[src/rtl/io_input_conditioner.sv]
// Input conditioner for the custom I/O chip: 2-FF sync, per-bit debounce,
// per-frame latch at VBLANK onset, coin pulse shaping and UPDATE strobe.
//
// Coin FSM states (advance only on synchronised VBLANK rise)
//   state     | meaning
//   C_IDLE    | waiting for a debounced coin
//   C_ACTIVE  | coin output high, counting COIN_FRAMES frames
//   C_LOCKOUT | coin output low, counting gap frames before re-arm
module io_input_conditioner #(
    parameter int DB_COUNT    = 15,
    parameter int COIN_FRAMES = 3,
    parameter int COIN_GAP    = 4
) (
    input  logic        CLK,
    input  logic        RESET_N,
    input  logic        CE,
    input  logic        VBLANK,
    input  logic [5:0]  RAW_P1,
    input  logic [5:0]  RAW_P2,
    input  logic        RAW_COIN,
    input  logic        RAW_START1,
    input  logic        RAW_START2,
    output logic [11:0] STKTRG12,
    output logic [2:0]  CSTART12,
    output logic        UPDATE
);

    localparam logic [7:0] DB_LIM   = 8'(DB_COUNT);
    localparam logic [3:0] CF_LIM   = 4'(COIN_FRAMES);
    localparam logic [3:0] GAP_LIM  = 4'(COIN_GAP);
    localparam logic [3:0] CNT_MAX  = 4'd15;
    localparam int         NBITS    = 15;

    typedef enum logic [1:0] {
        C_IDLE    = 2'd0,
        C_ACTIVE  = 2'd1,
        C_LOCKOUT = 2'd2
    } coin_state_t;

    // bit map: [5:0] P1, [11:6] P2, [12] coin, [13] start1, [14] start2
    logic [NBITS-1:0] raw_all;
    logic [NBITS-1:0] raw_m;
    logic [NBITS-1:0] raw_s;
    logic [NBITS-1:0] stable;
    logic [7:0]       db_cnt [NBITS];
    logic             vb_m;
    logic             vb_s;
    logic             vb_d;
    logic             vb_rise;
    logic             lat_d;

    coin_state_t      coin_state;
    coin_state_t      coin_state_nxt;
    logic [3:0]       coin_cnt;
    logic [3:0]       coin_cnt_nxt;
    logic             coin_bit;
    logic             coin_stable;

    assign raw_all     = {RAW_START2, RAW_START1, RAW_COIN, RAW_P2, RAW_P1};
    assign vb_rise     = vb_s & ~vb_d;
    assign coin_stable = stable[12];

    always_ff @(posedge CLK or negedge RESET_N) begin
        if (!RESET_N) begin
            raw_m <= '0;
            raw_s <= '0;
            vb_m  <= 1'b0;
            vb_s  <= 1'b0;
            vb_d  <= 1'b0;
        end else begin
            raw_m <= raw_all;
            raw_s <= raw_m;
            vb_m  <= VBLANK;
            vb_s  <= vb_m;
            vb_d  <= vb_s;
        end
    end

    // Commit happens on the DB_COUNT-th consecutive differing CE sample.
    always_ff @(posedge CLK or negedge RESET_N) begin
        if (!RESET_N) begin
            stable <= '0;
            for (int i = 0; i < NBITS; i++) begin
                db_cnt[i] <= 8'd0;
            end
        end else if (CE) begin
            for (int i = 0; i < NBITS; i++) begin
                if (raw_s[i] != stable[i]) begin
                    if (db_cnt[i] + 8'd1 == DB_LIM) begin
                        stable[i] <= raw_s[i];
                        db_cnt[i] <= 8'd0;
                    end else begin
                        db_cnt[i] <= db_cnt[i] + 8'd1;
                    end
                end else begin
                    db_cnt[i] <= 8'd0;
                end
            end
        end
    end

    always_ff @(posedge CLK or negedge RESET_N) begin
        if (!RESET_N) begin
            coin_state <= C_IDLE;
            coin_cnt   <= 4'd0;
        end else if (vb_rise) begin
            coin_state <= coin_state_nxt;
            coin_cnt   <= coin_cnt_nxt;
        end
    end

    always_comb begin
        coin_state_nxt = coin_state;
        coin_cnt_nxt   = coin_cnt;
        case (coin_state)
            C_IDLE: begin
                if (coin_stable) begin
                    coin_state_nxt = C_ACTIVE;
                    coin_cnt_nxt   = 4'd1;
                end
            end
            C_ACTIVE: begin
                if (coin_cnt == CF_LIM) begin
                    coin_state_nxt = C_LOCKOUT;
                    coin_cnt_nxt   = 4'd0;
                end else begin
                    coin_cnt_nxt = coin_cnt + 4'd1;
                end
            end
            C_LOCKOUT: begin
                if (coin_cnt >= GAP_LIM && !coin_stable) begin
                    coin_state_nxt = C_IDLE;
                    coin_cnt_nxt   = 4'd0;
                end else if (coin_cnt != CNT_MAX) begin
                    coin_cnt_nxt = coin_cnt + 4'd1;
                end
            end
            default: begin
                coin_state_nxt = C_IDLE;
                coin_cnt_nxt   = 4'd0;
            end
        endcase
    end

    // Coin value latched this frame reflects the transition being taken now.
    always_comb begin
        coin_bit = 1'b0;
        case (coin_state)
            C_IDLE:   coin_bit = coin_stable;
            C_ACTIVE: coin_bit = (coin_cnt != CF_LIM);
            default:  coin_bit = 1'b0;
        endcase
    end

    // Latch reads stable before any same-cycle debounce commit lands.
    always_ff @(posedge CLK or negedge RESET_N) begin
        if (!RESET_N) begin
            STKTRG12 <= '0;
            CSTART12 <= '0;
            lat_d    <= 1'b0;
            UPDATE   <= 1'b0;
        end else begin
            lat_d <= vb_rise;
            if (vb_rise) begin
                STKTRG12 <= stable[11:0];
                CSTART12 <= {coin_bit, stable[14:13]};
            end
            if (lat_d) begin
                UPDATE <= 1'b1;
            end else if (!vb_s) begin
                UPDATE <= 1'b0;
            end
        end
    end

endmodule

[config.mk]
export PLATFORM = sky130hd
export DESIGN_NAME = io_input_conditioner
export DESIGN_NICKNAME = d
export VERILOG_FILES = /design/src/rtl/io_input_conditioner.sv
export SDC_FILE = /design/constraint.sdc
export NUM_CORES = 1
export LEC_CHECK = 0
export CORE_MARGIN = 2
export CORE_UTILIZATION = 50
export DETAILED_ROUTE_END_ITERATION = 12
export PLACE_DENSITY = 0.7
export REMOVE_ABC_BUFFERS = 1
export SETUP_SLACK_MARGIN = 0.05
export SLEW_MARGIN = 25
export SYNTH_ARGS = -nofsm -noshare
export SYNTH_HDL_FRONTEND = slang
export SYNTH_SLANG_ARGS = --single-unit
[constraint.sdc]
create_clock -name CLK -period 3.3 [get_ports CLK]
set_clock_uncertainty 0.1 [all_clocks]
set_input_delay 0.66 -clock CLK [delete_from_list [all_inputs] [get_ports CLK]]
set_output_delay 0.66 -clock CLK [all_outputs]
set_load 0.03 [all_outputs]
# Word-level counts from Yosys, hierarchy flattened
# Index checks and enable logic that the tools add are counted.
word_totals:
  ff_bits: 191
  in_bits: 19
  out_inout_bits: 16
  wordCells: 162
classes:
  addsub: 16
  n_lt_le_gt_ge: 1
  eq_ne: 40
  mux: 42
  n_bitwise: 2
  n_reduce_logical: 20
op_table:
  columns: ["op", "n"]
  rows:
  - ["$mux W8", 30]
  - ["$add A8 B1 Y8 const B", 15]
  - ["$eq A8 B4 Y1 const B", 15]
  - ["$reduce_and A3 Y1", 16]
  - ["$mux W4", 4]
  - ["$ne A1 B1 Y1", 15]
  - ["$pmux W4 S3", 1]
  - ["$mux W2", 3]
  - ["$ne A2 B2 Y1 const B", 3]
  - ["$pmux W2 S3", 1]
  - ["$add A4 B1 Y4 const B", 1]
  - ["$eq A4 B2 Y1 const B", 1]
  - ["$ge A4 B3 Y1 const B", 1]
  - ["$ne A4 B2 Y1 const B", 1]
  - ["$ne A4 B4 Y1 const B", 1]
  - ["$reduce_and A4 Y1", 1]
  - ["$ne A3 B3 Y1 const B", 1]
  - ["$eq A2 B1 Y1 const B", 1]
  - ["$eq A2 B2 Y1 const B", 1]
  - ["$logic_not A2 Y1", 1]
  - ["$mux W1", 2]
  - ["$ne A2 B1 Y1 const B", 1]
  - ["$pmux W1 S2", 1]
  - ["$and A1 B1 Y1", 1]
  - ["3 further kinds", 3]

# Logic depth before layout (Yosys ltp)
# Gate-level depths: netlist of the first run.
logic_depth:
  depth_word: 4
  mapped_depth: 7

# Worst setup path before layout of the first run
# OpenSTA, ideal clock, no wires.
synth_timing:
  path_type: "register to register"
  startpoint: "register db_cnt[16] (netlist name)"
  endpoint: "register stable[12]"
  setup_ns: 0.128
  arrival_ns: 2.042
  t_required_ns: 3.072
  setup_slack_ns: 1.030
  path_stages_with_launch: 8
  cell_sequence: "dfrtp_1 -> inv_1 -> ha_1 -> or3b_1 -> or4_1 -> o31a_1 -> nor3_2 -> mux2_1"
synth_via:
  elab_chain_cells: 3
synth_lines:
  columns: ["element", "line_no", "text"]
  rows:
  - ["from (decl)", "45", "logic [7:0] db_cnt [NBITS];"]
  - ["from (signal, indexed assignment)", "93", "db_cnt[i] <= db_cnt[i] + 8'd1;"]
  - ["$add A8 B1 Y8", "89", "if (db_cnt[i] + 8'd1 == DB_LIM) begin"]
  - ["$eq A8 B4 Y1", "89", null]
  - ["$reduce_and A3 Y1 (no source line)", null, null]
  - ["to (signal, indexed assignment)", "90", "stable[i] <= raw_s[i];"]
  - ["to (decl)", "44", "logic [NBITS-1:0] stable;"]
# Every way passes these cells.
# A chain may end at the register's enable or synchronous reset.

# Final worst setup path of the first run
# Ends and elaborated chain as after synthesis.

==> results of run 1 <==
-- power by group through the flow --
stage / registers, mW / logic (mW) / clock network (mW)
after global routing: 2.71 / 0.721 / 2.16
after detailed placement: 2.72 / 0.640 / 0
final: 2.67 / 0.632 / 2.01
after CTS: 2.67 / 0.643 / 2.07
after floorplan: 2.69 / 0.408 / 0
after global placement: 2.71 / 0.624 / 0
-- worst register-to-register path, stage by stage, from the launching register on --
cell and delay, ns:
dfrtp_1 0.41, inv_1 0.10, ha_1 0.14, or3b_1 0.36, or4_1 0.47, o31a_1 0.16
nor3_2 0.17, mux2_1 0.33
-- flip-flops by register name, indices dropped and copies added (netlist names) --
name,count
vb_m,1
vb_s,1
STKTRG12,12
lat_d,1
CSTART12,3
coin_cnt,4
raw_m,15
UPDATE,1
vb_d,1
coin_state,2
db_cnt,120
raw_s,15
stable,15
-- final timing paths --
kind                            start    endpoint
hold / removal                RESET_N  db_cnt[27]
setup reg to reg           db_cnt[16]  stable[12]
hold reg to reg             raw_m[11]   raw_s[11]
max in group asynchronous     RESET_N  db_cnt[66]
setup / recovery           db_cnt[16]  stable[12]
min in group CLK            raw_m[11]   raw_s[11]
-- synth_stat cells, drive strengths merged, types with 8 or more instances --
cell type	instances
a21boi	14
a21o	14
a21oi	15
a22o	12
a31oi	11
and2	10
and3	30
and3b	13
and4	8
buf	15
clkbuf	24
dfrtp	191
ha	31
inv	37
mux2	30
mux2i	20
nand2	80
nand2b	29
nand3	55
nand3b	12
nor2	35
nor2b	19
nor3	23
nor3b	8
o21ai	73
o2bb2ai	45
o31ai	30
or2	8
xnor2	12
xor2	21
-- metal layers --
layer  GRT usage [%]  share of wire [%]  wire [um]  vias to the layer above
met2            30.8                 46       9130                      104
li1                -                  -          -                     3834
met1            27.6                 50       9960                     3798
met5               0                  0          0                        -
met4            6.10                1.5        296                        0
met3            2.78                2.3        454                       25
-- area by class of cell --
class | count | area [um^2] | area share (%)
clock inverters | 15 | 153 | 1.32
flip-flops and latches | 191 | 4780 | 41.4
repair buffers | 45 | 449 | 3.89
well taps | 270 | 338 | 2.93
clock buffers | 17 | 425 | 3.68
inverters | 38 | 143 | 1.24
multi-input cells | 750 | 5260 | 45.6
-- per-stage QoR --
stage	hold slack (ns)	worst slack, ns
global placement	0.233	0.980
global route	0.158	0.773
detailed placement	0.235	0.934
floorplan	0.231	0.793
CTS	0.134	0.919
finish	0.102	0.936
-- cell families after synthesis --
group	after synthesis
adder cells (fa/ha/maj)	32
AO/OA/AOI/OAI	283
AND/OR/NAND/NOR	352
multiplexers	50
XOR/XNOR	33
buffers and inverters	77
flip-flops	191
==> results.yml, run 1 <==
floorplanning:
  io_pins: 35
  dieWidth_um: 148
  die-area_um2: 21900
  die_h_um: 148
  rows: 52
  start_util_pct: 51.0
  fp.coreArea_um2: 20300
power_and_ir_drop:
  internal-power_mw: 3.83
  p_clk_share_pct: 37.8
  power.total_mw: 5.32
  p_sw_share_pct: 28.0
  p_comb_share_pct: 11.9
  peakVddDrop_mv: 0.345
  sequentialPowerShare_pct: 50.3
  powerDensity_nw_per_um2: 460
  power.leakage_nw: 5.02
  p_sw_mw: 1.49
worst_setup_path:
  worstSetupPathType: "reg2reg"
  critical-path-max-stage-delay_ns: 0.47
  path_cells: "inv_1 -> ha_1 -> or3b_1 -> or4_1 -> o31a_1 -> nor3_2 -> mux2_1"
  crit_path_max_fanout: 5
  r2r_cells: 7
  cp.buffers_inverters: 1
  cp.depth: 7
  cp_data_arrival_time_ns: 2.58
  worstPathRequired_ns: 3.51
  cpMaxStageDelayCell: "or4_1"
  rrSetupSlack_ns: 0.94
  start_kind: "flop"
  end_kind: "flop"
  crit_family: "simple AND/OR/NAND/NOR gates"
sta:
  fin_crit_sh_pct: 71.6
  relSlewSlack_pct: 48.8
  max_freq_ghz: 0.423
  setup_viol: 0
  hold_violations: 0
  tightest_slew_ns: 0.768
  fin_setup_tns_ns: 0
  grt_setup_unrepaired: "false"
  drv_slew: 0
  period_minus_slack_ns: 2.36
drt:
  vias: 7761
  drt_iter0_drc: 364
  wl_per_cell_um: 15.0
  routed_wl_um: 19800
  drtPass1Iterations: 6
  drtAntennaViolNets: 0
  via_per_inst: 5.85
  drc: 0
final_layout:
  antenna_cells: 0
  final_cell_mix: "dfrtp_1 (191), nand2_1 (80), o21ai_0 (71)"
  final_core_util_pct: 56.9
  final_nets: 1093
  final_layout_size_suffix_gt1_share_pct: 10.0
  nFillCells: 1771
  final_common_cell: "dfrtp_1"
  design_area_um2: 11500
  instances_no_fill: 1326
  area_growth_pct: 11.6
cts:
  ctsRootBufferMaster: "clkbuf_16"
  tritoncts: "done"
  cts_buffer_depth: 2
  cts_hold_buffers: 0
  cts_resized: 0
  cts.sinks: 191
  ctsHtreeMaxLevel: 4
  clk_latency_ns: 0.44
  cts_made_buffers: 17
  cts_setup_buffers: 0
  path_clk_slew_ns: 0.07
global_route:
  grt_pass1_wl_um: 35300
  grt_start_max_net_pins: 71
  grt_pass1_vias: 7449
  antenna_found_initial: 0
  grt.total_usage_pct: 19.4
  overflow: 0
place:
  place_congestion: 0.806
  placed_area_um2: 11000
  placed_cells: 1294
  io_buffers: 34
  hpwl_um: 13300
synthesis:
  yosys.area_share.xor_xnor_pct: 2.79
  synth_cells: 1018
  ys_warn_count: 0
  synthSimpleGateAreaFrac_pct: 18.6
  synthFlopType: "dfrtp_1"
  synth_compound_area_share_pct: 20.4
  syn_avg_cell_area_um2: 10.2
  synthArstFlopShare_pct: 100
  synth_area_leaders: "dfrtp_1 (46%), o2bb2ai_1 (3.8%), ha_1 (3.7%)"
  synth_top_family_by_area: "compound AO/OA/AOI/OAI gates"
  synth-edff-count: 0
  synth-seq-cells: 191
  ys_types: 75
  synth_fa_ha_area_share_pct: 3.85
  synthMuxAreaShare_pct: 5.20
  synth-seq-area-share_pct: 46.2
  synth_top_area_share_pct: 46.2
  syn-cell-area_um2: 10300
  synth_area_leader_cell: "dfrtp_1"
job:
  maxCapViolCount: 0
outcome:
  status: "finished clean"
worst_hold_path:
  min_path_type: "in2async"
Note: power is estimated with default switching activity, not from simulation.
==> run 2: changes to the inputs <==
--- a/config.mk
+++ b/config.mk
@@ -8,7 +8,7 @@
 export CORE_MARGIN = 2
 export CORE_UTILIZATION = 50
 export DETAILED_ROUTE_END_ITERATION = 12
-export PLACE_DENSITY = 0.7
+export PLACE_DENSITY = 0.73
 export REMOVE_ABC_BUFFERS = 1
 export SETUP_SLACK_MARGIN = 0.05
 export SLEW_MARGIN = 25
==> constraint.sdc (replaced) <==
create_clock -name CLK -period 2.1 [get_ports CLK]
set_clock_uncertainty 0.1 [all_clocks]
set_input_delay 0.42 -clock CLK [delete_from_list [all_inputs] [get_ports CLK]]
set_output_delay 0.42 -clock CLK [all_outputs]
set_load 0.03 [all_outputs]
==> results.yml, run 2 (synthesized netlist as in run 1, its figures left out) <==
sta:
  tightest_slew_ns: 0.458
  setup_viol: 5
  fin_setup_tns_ns: -0.739
  drv_slew: 0
  max_freq_ghz: 0.441
  hold_violations: 0
  setup_slack_ns: -0.167
  fin_crit_sh_pct: 108
  relSlewSlack_pct: 69.5
  period_minus_slack_ns: 2.27
  grt_setup_unrepaired: "true"
global_route:
  antenna_found_initial: 0
  grt_pass1_wl_um: 36200
  grt.total_usage_pct: 19.9
  grt_pass1_vias: 7649
  grt_start_max_net_pins: 46
  overflow: 0
floorplanning:
  io_pins: 35
  die-area_um2: 21900
  dieWidth_um: 148
  die_h_um: 148
  start_util_pct: 51.0
  rows: 52
  fp.coreArea_um2: 20300
worst_setup_path:
  worstSetupPathType: "reg2reg"
  critical-path-max-stage-delay_ns: 0.48
  start_kind: "flop"
  cpMaxStageDelayCell: "or4_1"
  crit_path_max_fanout: 2
  path_cells: "inv_2 -> ha_1 -> or3b_4 -> or4_1 -> o31a_1 -> nor3_2 -> mux2_1"
  cp_data_arrival_time_ns: 2.49
  end_kind: "flop"
  crit_family: "simple AND/OR/NAND/NOR gates"
  cp.buffers_inverters: 1
  worstPathRequired_ns: 2.32
cts:
  clk_latency_ns: 0.43
  tritoncts: "done"
  path_clk_slew_ns: 0.07
  ctsRootBufferMaster: "clkbuf_16"
  cts_buffer_depth: 2
  cts_made_buffers: 17
  ctsHtreeMaxLevel: 4
  cts.sinks: 191
drt:
  drc: 0
  vias: 8051
  routed_wl_um: 21300
  via_per_inst: 5.75
  drt_iter0_drc: 445
  drtAntennaViolNets: 0
  wl_per_cell_um: 15.2
  drtPass1Iterations: 5
outcome:
  violations: "negative setup slack"
  status: "finished, violations left"
final_layout:
  design_area_um2: 12500
  antenna_cells: 0
  final_nets: 1167
  final_common_cell: "dfrtp_1"
  regArea_um2: 4800
  area_growth_pct: 20.9
  multi_input_area_um2: 5570
  largest_register_ffs: 120
  final_cell_mix: "dfrtp_1 (178), nand2_1 (78), buf_4 (77)"
  final_layout_size_suffix_gt1_share_pct: 21.1
  largest-register: "db_cnt"
  nFillCells: 1684
place:
  io_buffers: 34
  hpwl_um: 13700
  placed_area_um2: 11400
  place_congestion: 0.837
worst_hold_path:
  min_path_type: "reg2reg"
power_and_ir_drop:
  peakVddDrop_mv: 0.576
  power.leakage_nw: 5.46
  powerDensity_nw_per_um2: 694
job:
  maxCapViolCount: 0
## run 2: cell types whose count changed in the layout (fill, tap and decap cells not counted), sizes merged
| cell | delta |
|---|---|
| dlygate4sd3 | +1 |
| dlymetal6s2s | +1 |
| clkdlybuf4s50 | -1 |
| clkinv | +1 |
| buf | +73 |
| clkbuf | +3 |
| bufinv | +1 |
| inv | -4 |
| clkinvlp | -1 |
## run 2: path summary, 6_finish.rpt
kind / startpoint / to / slack (ns) / depth (start not counted)
worst max-delay path: db_cnt[16] / stable[12] / -0.17 / 7
worst min-delay path: raw_m[12] / raw_s[12] / 0.25 / 0
worst max register to register: db_cnt[16] / stable[12] / -0.17 / 7
worst min register to register: raw_m[12] / raw_s[12] / 0.25 / 0
max in group asynchronous: RESET_N / db_cnt[113] / 0.96 / 3
min in group asynchronous: RESET_N / coin_state[1] / 0.37 / 2
## run 2: per-layer routing
layer	vias to the layer above	wire (um)	GRT usage, %
met1	3936	10300	28.1
met5	-	0	0
met2	121	9980	32.0
met4	0	270	5.52
met3	21	672	3.46
li1	3973	-	-
## run 2: timing repair
action / 4_1_cts / 5_1_grt
pin swaps: 7 / 24
endpoints found under the setup margin: 12 / 55
resized for setup: 18 / 72
hold buffers: 1 / 0
endpoints found under the hold margin: 31 / 0
buffers inserted: 3 / 15
## run 2: worst reg2reg max path, delay by kind of cell, from the launching register on
family | cells | cell delay, ns
flip-flops | 1 | 0.39
buffers and inverters | 1 | 0.06
AO/OA/AOI/OAI | 1 | 0.15
AND/OR/NAND/NOR | 3 | 0.99
adder cells (fa/ha/maj) | 1 | 0.13
multiplexers | 1 | 0.34
## run 2: power by group
part	total [mW]	internal, mW	switching (mW)	leakage (nW)
Combinational	1.26	0.592	0.663	2.65
Clock	3.24	1.82	1.42	0.287
Sequential	4.18	3.91	0.274	2.52
Total	8.68	6.33	2.35	5.46
## run 2: per-stage QoR
| stage | power [mW] | setup slack, ns | utilization [%] | std cells | hold slack, ns |
|---|---|---|---|---|---|
| 6_report | 8.68 | -0.167 | 61.6 | 1400 | 0.249 |
| 5_1_grt | 9.13 | -0.248 | 61.6 | 1400 | 0.258 |
| 4_1_cts | 8.66 | -0.148 | 59.9 | 1385 | 0.250 |
| 3_5_place_dp | 5.37 | -0.257 | 56.4 | 1349 | 0.235 |
| 3_3_place_gp | 5.33 | -0.199 | 56.4 | 1349 | 0.233 |
| 2_1_floorplan | 4.87 | -0.181 | - | 979 | 0.0244 |
## run 2: area by class of cell
class | instances | area share [%]
Clock inverter | 12 | 1.07
Tap cell | 270 | 2.70
Clock buffer | 20 | 3.65
Inverter | 38 | 1.14
Multi-Input combinational cell | 750 | 44.5
Sequential cell | 191 | 38.3
Timing Repair Buffer | 119 | 8.60
